File: src/rtl/core_bus_arbiter.sv
// core_bus_arbiter
//
// Merges the core's instruction-fetch bus (ireq/iresp) and data bus (dreq/dresp)
// onto a single-beat memory bus (creq/cresp). One transaction is outstanding at a
// time. The granted request is latched and held on creq until cresp_ready. The
// owner then gets a one-cycle data_ok pulse. Data has priority over fetch. A
// starvation counter forces a fetch grant after D_BURST_MAX consecutive data
// grants that were made while a fetch was waiting.
//
// Optional feature: define BUS_TIMEOUT_EN to enable a bus watchdog. A busy
// transaction that sees no cresp_ready for TIMEOUT_CYCLES cycles is completed
// with data 0, and bus_timeout pulses.
//
// Ports:
//   clk, reset        clock; synchronous active-low reset
//   ireq_*            fetch request in      iresp_*  addr_ok / data_ok / data out
//   dreq_*            data request in       dresp_*  addr_ok / data_ok / data out
//   creq_*            memory request out    cresp_*  ready / read data in
//   bus_timeout       watchdog pulse (always 0 without BUS_TIMEOUT_EN)

module core_bus_arbiter #(
  parameter int unsigned D_BURST_MAX    = 4,
  parameter int unsigned TIMEOUT_CYCLES = 255
) (
  input  logic        clk,
  input  logic        reset,

  input  logic        ireq_valid,
  input  logic [63:0] ireq_addr,
  output logic        iresp_addr_ok,
  output logic        iresp_data_ok,
  output logic [31:0] iresp_data,

  input  logic        dreq_valid,
  input  logic [63:0] dreq_addr,
  input  logic [2:0]  dreq_size,
  input  logic [7:0]  dreq_strobe,
  input  logic [63:0] dreq_data,
  output logic        dresp_addr_ok,
  output logic        dresp_data_ok,
  output logic [63:0] dresp_data,

  output logic        creq_valid,
  output logic        creq_is_write,
  output logic [63:0] creq_addr,
  output logic [2:0]  creq_size,
  output logic [7:0]  creq_strobe,
  output logic [63:0] creq_data,
  input  logic        cresp_ready,
  input  logic [63:0] cresp_data,

  output logic        bus_timeout
);

  localparam int unsigned StarveW = $clog2(D_BURST_MAX + 1);

  typedef enum logic [1:0] {
    StIdle,
    StDBusy,
    StIBusy
  } state_e;

  state_e state_q, state_d;

  logic [StarveW-1:0] istarve_q, istarve_d;

  // Request register: the arbiter serves only from this copy.
  logic [63:0] addr_q, addr_d;
  logic [2:0]  size_q, size_d;
  logic [7:0]  strobe_q, strobe_d;
  logic [63:0] wdata_q, wdata_d;

  logic        d_grant, i_grant;
  logic        busy, done, timeout;
  logic        starved;
  logic [63:0] rdata;

  assign busy    = (state_q != StIdle);
  assign starved = (istarve_q >= StarveW'(D_BURST_MAX));

  // Grants are combinational from IDLE. They are suppressed while reset is
  // asserted so no addr_ok is seen for a request that is about to be dropped.
  always_comb begin
    d_grant = 1'b0;
    i_grant = 1'b0;
    if (reset && (state_q == StIdle)) begin
      d_grant = dreq_valid && (!starved || !ireq_valid);
      i_grant = ireq_valid && !d_grant;
    end
  end

`ifdef BUS_TIMEOUT_EN
  logic [15:0] tcnt_q, tcnt_d;

  // Fires while the count sits at the limit. A real ready in the same cycle
  // takes precedence and completes normally.
  assign timeout = busy && !cresp_ready && (tcnt_q == 16'(TIMEOUT_CYCLES));

  always_comb begin
    tcnt_d = tcnt_q;
    if (d_grant || i_grant) begin
      tcnt_d = '0;
    end else if (busy && !cresp_ready && !timeout) begin
      tcnt_d = tcnt_q + 16'd1;
    end
  end

  always_ff @(posedge clk) begin
    if (!reset) begin
      tcnt_q <= '0;
    end else begin
      tcnt_q <= tcnt_d;
    end
  end
`else
  logic unused_timeout_cfg;
  assign unused_timeout_cfg = ^TIMEOUT_CYCLES;
  assign timeout            = 1'b0;
`endif

  // A completion in the reset cycle belongs to an abandoned transaction.
  assign done = reset && busy && (cresp_ready || timeout);

  // Next-state, starvation counter and request register.
  always_comb begin
    state_d   = state_q;
    istarve_d = istarve_q;
    addr_d    = addr_q;
    size_d    = size_q;
    strobe_d  = strobe_q;
    wdata_d   = wdata_q;

    unique case (state_q)
      StIdle: begin
        if (d_grant) begin
          state_d  = StDBusy;
          addr_d   = dreq_addr;
          size_d   = dreq_size;
          strobe_d = dreq_strobe;
          wdata_d  = dreq_data;
        end else if (i_grant) begin
          state_d  = StIBusy;
          addr_d   = ireq_addr;
          size_d   = 3'd2;
          strobe_d = 8'h00;
          wdata_d  = 64'h0;
        end
      end
      StDBusy, StIBusy: begin
        if (done) begin
          state_d = StIdle;
        end
      end
      default: state_d = StIdle;
    endcase

    // Counts data grants made while a fetch is waiting; saturates at the limit.
    if (d_grant) begin
      if (!ireq_valid) begin
        istarve_d = '0;
      end else if (!starved) begin
        istarve_d = istarve_q + StarveW'(1);
      end
    end else if (i_grant) begin
      istarve_d = '0;
    end
  end

  always_ff @(posedge clk) begin
    if (!reset) begin
      state_q   <= StIdle;
      istarve_q <= '0;
      addr_q    <= '0;
      size_q    <= '0;
      strobe_q  <= '0;
      wdata_q   <= '0;
    end else begin
      state_q   <= state_d;
      istarve_q <= istarve_d;
      addr_q    <= addr_d;
      size_q    <= size_d;
      strobe_q  <= strobe_d;
      wdata_q   <= wdata_d;
    end
  end

  // Responses. Data is forced to 0 outside completion so that idle outputs are
  // quiet. Timeout completions always see rdata = 0.
  assign rdata = cresp_ready ? cresp_data : 64'h0;

  assign iresp_addr_ok = i_grant;
  assign dresp_addr_ok = d_grant;
  assign iresp_data_ok = done && (state_q == StIBusy);
  assign dresp_data_ok = done && (state_q == StDBusy);
  assign dresp_data    = dresp_data_ok ? rdata : 64'h0;
  assign iresp_data    = !iresp_data_ok ? 32'h0 :
                         addr_q[2]      ? rdata[63:32] : rdata[31:0];

  assign creq_valid    = busy;
  assign creq_is_write = |strobe_q;
  assign creq_addr     = addr_q;
  assign creq_size     = size_q;
  assign creq_strobe   = strobe_q;
  assign creq_data     = wdata_q;

  assign bus_timeout   = reset && timeout;

  // Only one transaction is outstanding, and its payload holds until completion.
  a_no_grant_busy : assert property (@(posedge clk) disable iff (!reset)
    busy |-> !(iresp_addr_ok || dresp_addr_ok));
  a_payload_stable : assert property (@(posedge clk) disable iff (!reset)
    (busy && !done) |=> ($stable(creq_addr) && $stable(creq_strobe) &&
                         $stable(creq_size) && $stable(creq_data)));

endmodule

File: config.mk
export PLATFORM = sky130hd
export DESIGN_NAME = core_bus_arbiter
export DESIGN_NICKNAME = d
export VERILOG_FILES = /design/src/rtl/core_bus_arbiter.sv
export SDC_FILE = /design/constraint.sdc
export NUM_CORES = 1
export LEC_CHECK = 0
export CAP_MARGIN = 30
export CORE_AREA = 5 5 194 196
export CTS_CLUSTER_DIAMETER = 40
export CTS_CLUSTER_SIZE = 40
export DETAILED_ROUTE_END_ITERATION = 10
export DIE_AREA = 0 0 199 201
export PLACE_DENSITY_LB_ADDON = 0.25
export SYNTH_ARGS = -nofsm -noshare
export SYNTH_HDL_FRONTEND = slang
export SYNTH_SLANG_ARGS = --single-unit
File: constraint.sdc
create_clock -name clk -period 1.85 [get_ports clk]
set_input_delay 0.37 -clock clk [delete_from_list [all_inputs] [get_ports clk]]
set_output_delay 0.37 -clock clk [all_outputs]
set_load 0.1 [all_outputs]
==> summary.md, run 1 <==
| Metric | Value |
|---|---|
| Delay-heaviest family, CP | `simple AND/OR/NAND/NOR gates` |
| Area grow syn2layout | `155.1%` |
| Worst hold path class | `reg -> reg` |
| Fmax | `442.5 MHz` |
| Number of remaining DRC errors | `0` |
| Overall power | `0.01811 W` |
| Placed insts | `1732` |
| Final setup skew | `0.007251 ns` |
| Clk sinks | `144` |
| Total track usage | `17.63%` |
| Worst-path maximum fanout | `12` |
| Final period utilization | `122.2%` |
| Synth Instances | `759` |
| CTS root buf | `clkbuf_16` |
| Worst stage delay on the critical path | `0.34 ns` |
| Crit path required time | `1.48 ns` |
| Status | `finished with violations` |
| Final nets | `1580` |
| IO Count | `514` |
| Die area | `0.04000 mm2` |
| Detailed Routing Iterations Pass 1 | `4` |
| Die height | `201 um` |
| Vias per inst | `4.653` |
| Tmin final | `2.260 ns` |
| Mean post-synth cell area | `8.750 um2` |
| RSZ-0062 raised after global routing | `yes` |
| Yosys top cell area share | `43.41%` |
| DR WL/cell | `21.24 um` |
| Final ANT Viol Nets | `0` |
| CP Cell Sequence | `inv_2 -> ha_4 -> clkinvlp_4 -> and4_4 -> buf_6 -> and2_4 -> buf_12` |
| Failing checks | `setup timing` |
| Share of layout cells above drive strength 1 | `40.38%` |
| Cell with the most instances after synthesis | `dfxtp_1` |
| Row Count | `70` |
| Largest area contributor in the netlist | `dfxtp_1` |
| Yosys cell types | `34` |
| CP Buf/Inv Count | `4` |
| Starting Density | `18.49%` |
| Pwr Density | `1069 mW/mm2` |
| Worst path slowest cell | `dfxtp_2` |
| Detailed Place HPWL | `29.01 mm` |
| Die Width | `199 um` |
| YS warnings | `0` |
| Synth top area cells | `dfxtp_1 43%, a32oi_1 17%, and2_1 6.1%` |
| Syn Std Cell Area | `0.006641 mm2` |
| Setup WS post-layout | `-0.4098 ns` |
| Post-synth EDFFs | `0` |
| Peak VDD IR | `0.0006131 V` |
| Fin util | `47.18%` |
| Routed wire length | `37.88 mm` |
| CTS max path bufs | `2` |
| Via count | `8296` |
| Critical Path AT | `1.89 ns` |
| Crit path kind | `reg -> out` |
| Final Hold Fails | `0` |
| Number of port buffers | `512` |
| Core ar. | `0.03591 mm2` |
| First-pass GRT wire length | `54.19 mm` |
| Clock latency on the worst-skew pair | `0.43 ns` |
| GPL Wtd Cong | `0.8527` |
| #FFs+latches synth | `144` |
| Max-slew violations | `0` |
| LEAKAGE | `6.293 nW` |
| Ys async rst share | `0%` |
| CTS tree | `built` |
| Ant diodes | `0` |
| Worst Setup End Kind | `output pin` |
| Finished Layout Cells | `1783` |
| Vias in the first global route | `8457` |
| Initial antenna violation count | `1` |
| Largest net degree at the start of global routing | `59` |
| Main synth FF type | `dfxtp_1` |
| Final setup vio count | `100` |
| Sequential share of the synthesized area | `43.41%` |
| Synth cell count leaders | `144 x dfxtp_1, 132 x a32oi_1, 108 x nor2_1` |
| CTS H-Tree Depth | `4` |
| Max-cap check violation count | `0` |
| Worst-path clk slew | `0.06 ns` |
| CP startpoint kind | `flop` |
| Inserted Clock Buffers | `17` |
| Post-synth net total | `1036` |
| GRT overflow | `0` |
| 1st-iter DRT viols | `374` |
logic make-up after synthesis:
group	synth area share, %
other	0.05646
adder cells (fa/ha/maj)	0.9420
AO/OA/AOI/OAI	24.30
multiplexers	4.823
flip-flops	43.41
AND/OR/NAND/NOR	19.40
buffers and inverters	7.065
layout by cell type (no fill, tap or decap), types with 22 or more instances in the layout:
| cell | Yosys | final |
|---|---|---|
| and2_4 | 0 | 48 |
| buf_12 | 0 | 275 |
| nand3_1 | 59 | 58 |
| a21oi_1 | 63 | 61 |
| mux2i_1 | 32 | 28 |
| buf_4 | 6 | 52 |
| clkbuf_16 | 0 | 22 |
| a32oi_2 | 0 | 22 |
| a32oi_1 | 132 | 110 |
| nor2_1 | 108 | 75 |
| clkdlybuf4s50_1 | 0 | 271 |
| nor2_4 | 0 | 33 |
| dfxtp_1 | 144 | 133 |
path summary, 6_finish.rpt:
check,from,end,slack [ns],cells past startpoint
setup / recovery,state_q[0]$_SDFFE_PN0P_,dresp_data[59],-0.41,7
hold / removal,istarve_q[1]$_SDFFE_PN0P_,istarve_q[1]$_SDFFE_PN0P_,0.48,2
setup reg to reg,state_q[0]$_SDFFE_PN0P_,creq_addr[29]$_SDFFE_PN0P_,0.07,9
hold reg to reg,istarve_q[1]$_SDFFE_PN0P_,istarve_q[1]$_SDFFE_PN0P_,0.48,2
metrics by stage:
step | worst slack [ns] | setup TNS, ns | hold slack, ns | cell area, um2
floorplan | -0.7012 | -52.88 | 0.4486 | 7102
global placement | -0.3104 | -33.17 | 0.4548 | 15720
CTS | -0.4472 | -41.45 | 0.4700 | 16530
finish | -0.4098 | -35.47 | 0.4811 | 16940
global route | -0.5002 | -45.36 | 0.4888 | 16940
detailed placement | -0.3134 | -35.47 | 0.4736 | 15720
state kept, by name, summed over array words and instances (netlist names):
register and flops:
creq_addr 64, creq_size 3, creq_data 64, state_q 2, istarve_q 3, creq_strobe 8
power breakdown:
part	internal, W	switching, W	total [W]
registers	0.00358	0.000518	0.00410
clock network	0.00200	0.00143	0.00343
logic	0.00422	0.00636	0.0106
total	0.00980	0.00831	0.0181
repair_timing:
action / CTS / global route
setup endpoints to repair: 101 / 222
resized for setup: 40 / 42
buffers inserted: 8 / 6
pin swaps: 52 / 33
cloned: 2 / 7
hold buffers: 0 / 0
worst min-delay path: stages (launching register included):
cell,delay [ns]
dfxtp_1,0.33
nand2_1,0.06
a21oi_1,0.05
layout make-up:
| type | count | area (um2) |
|---|---|---|
| Fill cell | 3275 | 18970 |
| Timing Repair Buffer | 615 | 8905 |
| Multi-Input combinational cell | 516 | 3950 |
| Sequential cell | 144 | 2899 |
| Tap cell | 468 | 585.6 |
| Clock buffer | 19 | 442.9 |
| Clock inverter | 12 | 118.9 |
| Inverter | 9 | 42.54 |
per-layer routing:
| layer | vias to the layer above | part of all wire [%] | track usage [%] |
|---|---|---|---|
| li1 | 3910 | - | - |
| met3 | 51 | 7.9 | 5.153 |
| met5 | - | 0.034 | 0 |
| met4 | 2 | 2.7 | 6.033 |
| met1 | 3962 | 37 | 19.50 |
| met2 | 371 | 53 | 31.96 |
Power figures use the tool's default switching activity.
==> run 2: changes to the inputs <==
- SLEW_MARGIN: default -> 30
==> results of run 2 <==
No change in the layout: final DEF, timing and power equal those of run 1.
==> run 3: changes to the inputs <==
- PLACE_DENSITY_LB_ADDON: 0.25 -> default
==> run 3 against run 2 <==
Effect of this change:
- utilization rose by 2.5 points
- the run still ends with setup timing left
- largest cell class unchanged
- flip-flop and latch count did not move
- highest routed layer unchanged
- combinational power rose by 10%
- worst setup slack improved by 0.0054 ns
- clock skew rose by 0.0055 ns
- clock-buffer cell count rose by 4
- sequential share of layout area fell by 0.85 points
- worst hold slack got worse by 0.0067 ns
==> summary.md, run 3 (same netlist as run 1, synthesis figures left out) <==
| Metric | Value |
|---|---|
| Worst hold start | `istarve_q[1]$_SDFFE_PN0P_` |
| Hold slack | `0.4745 ns` |
| Crit path kind | `reg -> out` |
| Critical Path AT | `1.88 ns` |
| CTS root buf | `clkbuf_16` |
| Routed wire length | `40.48 mm` |
| Vias in the first global route | `8591` |
| Vias per inst | `4.708` |
| CTS tree | `built` |
| Setup WS post-layout | `-0.4044 ns` |
| Crit path required time | `1.48 ns` |
| Final Hold Fails | `0` |
| Status | `finished with violations` |
| Fillers | `3135` |
| Final setup vio count | `100` |
| Largest net degree at the start of global routing | `59` |
| R2R Path Start | `state_q[1]$_SDFFE_PN0P_` |
| CTS max path bufs | `2` |
| Inserted Clock Buffers | `17` |
| RSZ-0062 raised after global routing | `yes` |
| Pwr Density | `1099 mW/mm2` |
| CP startpoint kind | `flop` |
| Placed insts | `1761` |
| Die area | `0.04000 mm2` |
| Detailed Routing Iterations Pass 1 | `5` |
| Number of remaining DRC errors | `0` |
| Via count | `8615` |
| LEAKAGE | `6.652 nW` |
| Reg2Reg Depth | `10` |
| Crit path to | `dresp_data[46]` |
| Failing checks | `setup timing` |
| Reg2Reg Setup Slack | `0 ns` |
| Crit. Startpoint | `state_q[1]$_SDFFE_PN0P_` |
| Tmin final | `2.254 ns` |
| IO Count | `514` |
| Clock latency on the worst-skew pair | `0.43 ns` |
| Worst hold path class | `reg -> reg` |
| Starting Density | `18.49%` |
| Final setup skew | `0.01272 ns` |
| GRT overflow | `0` |
| Fmax | `443.6 MHz` |
| DR WL/cell | `22.12 um` |
| Initial antenna violation count | `2` |
| First-pass GRT wire length | `54.16 mm` |
| FF-to-FF End | `creq_addr[35]$_SDFFE_PN0P_` |
| Met3 Usage GRT | `5.018%` |
| Worst Setup End Kind | `output pin` |
| Worst-path clk slew | `0.07 ns` |
| Total track usage | `17.46%` |
| Core ar. | `0.03591 mm2` |
| Most frequent cells in the layout | `271 x buf_12, 271 x clkdlybuf4s50_1, 133 x dfxtp_1, 83 x buf_4, 75 x a32oi_1` |
| Met2 usage | `31.42%` |
| Final period utilization | `121.9%` |
| Final nets | `1625` |
| Die Width | `199 um` |
| Overall power | `0.01960 W` |
| Area grow syn2layout | `168.4%` |
| 1st-iter DRT viols | `451` |
| Max-slew violations | `0` |
| Share of layout cells above drive strength 1 | `44.82%` |
| GPL Wtd Cong | `0.8894` |
| CTS H-Tree Depth | `4` |
| Max-cap check violation count | `0` |
| Row Count | `70` |
| GR Util met1 | `19.91%` |
| Busiest layer in global routing | `met2` |
| Finished Layout Cells | `1830` |
| Clk sinks | `144` |
| Worst-path maximum fanout | `32` |
| Number of port buffers | `512` |
| Peak VDD IR | `0.0005808 V` |
| Detailed Place HPWL | `29.08 mm` |
| Die height | `201 um` |
| Final ANT Viol Nets | `0` |
## run 3: cell types whose count changed in the layout (fill, tap and decap cells not counted), sizes merged
cell      previous run  this run
buf                339       375
bufinv               2         4
clkbuf              24        37
clkinv               8         2
clkinvlp             3         4
diode                0         1
## run 3: final cells by class
cell class | instances | area (um2) | area share (%)
multi-input combinational | 516 | 4207 | 23.60
antenna | 1 | 2.502 | 0.01404
timing repair buffer | 660 | 9460 | 53.07
clock inverter | 9 | 156.4 | 0.8774
sequential | 144 | 2899 | 16.26
tap | 468 | 585.6 | 3.285
inverter | 9 | 47.55 | 0.2667
clock buffer | 23 | 467.9 | 2.625
## run 3: stage by stage
step / setup slack, ns / utilization (%) / setup TNS [ns] / cell area, um2
3_5_place_dp: -0.3386 / 44.33 / -38.97 / 15920
6_report: -0.4044 / 49.64 / -37.10 / 17830
3_3_place_gp: -0.3327 / 44.33 / -36.16 / 15920
4_1_cts: -0.4357 / 46.73 / -39.60 / 16780
2_1_floorplan: -0.7012 / - / -52.88 / 7102
5_1_grt: -0.4884 / 49.64 / -46.61 / 17830
## run 3: layer usage
metal	share of wire, %	routed length, um
met2	51	20630
met4	2.3	924
met5	0.017	7
met3	7.6	3078
met1	39	15850
## run 3: what timing repair did
item,4_1_cts,5_1_grt
endpoints found under the setup margin,101,216
gates cloned,4,19
pin swaps,8,144
hold buffers,0,0
gates resized for setup,19,92
setup buffers,7,7
## run 3: where the power goes
group | internal (W) | switching [W]
Sequential | 0.00358 | 0.000543
Combinational | 0.00493 | 0.00678
Clock | 0.00233 | 0.00143
## run 3: worst min path at each step
stage	slack (ns)	to	depth (start not counted)
global route	0.50	istarve_q[1]$_SDFFE_PN0P_	2
global placement	0.46	istarve_q[1]$_SDFFE_PN0P_	2
CTS	0.48	istarve_q[1]$_SDFFE_PN0P_	2
detailed placement	0.47	istarve_q[1]$_SDFFE_PN0P_	2
floorplan	0.45	istarve_q[1]$_SDFFE_PN0P_	2
finish	0.47	istarve_q[1]$_SDFFE_PN0P_	2
## run 3: critical path, stage by stage (launching register included)
cell and delay [ns]:
dfxtp_2 0.34, inv_2 0.05, ha_4 0.16, clkinvlp_4 0.07, and4_4 0.28, buf_16 0.20, and2_4 0.17, buf_12 0.16
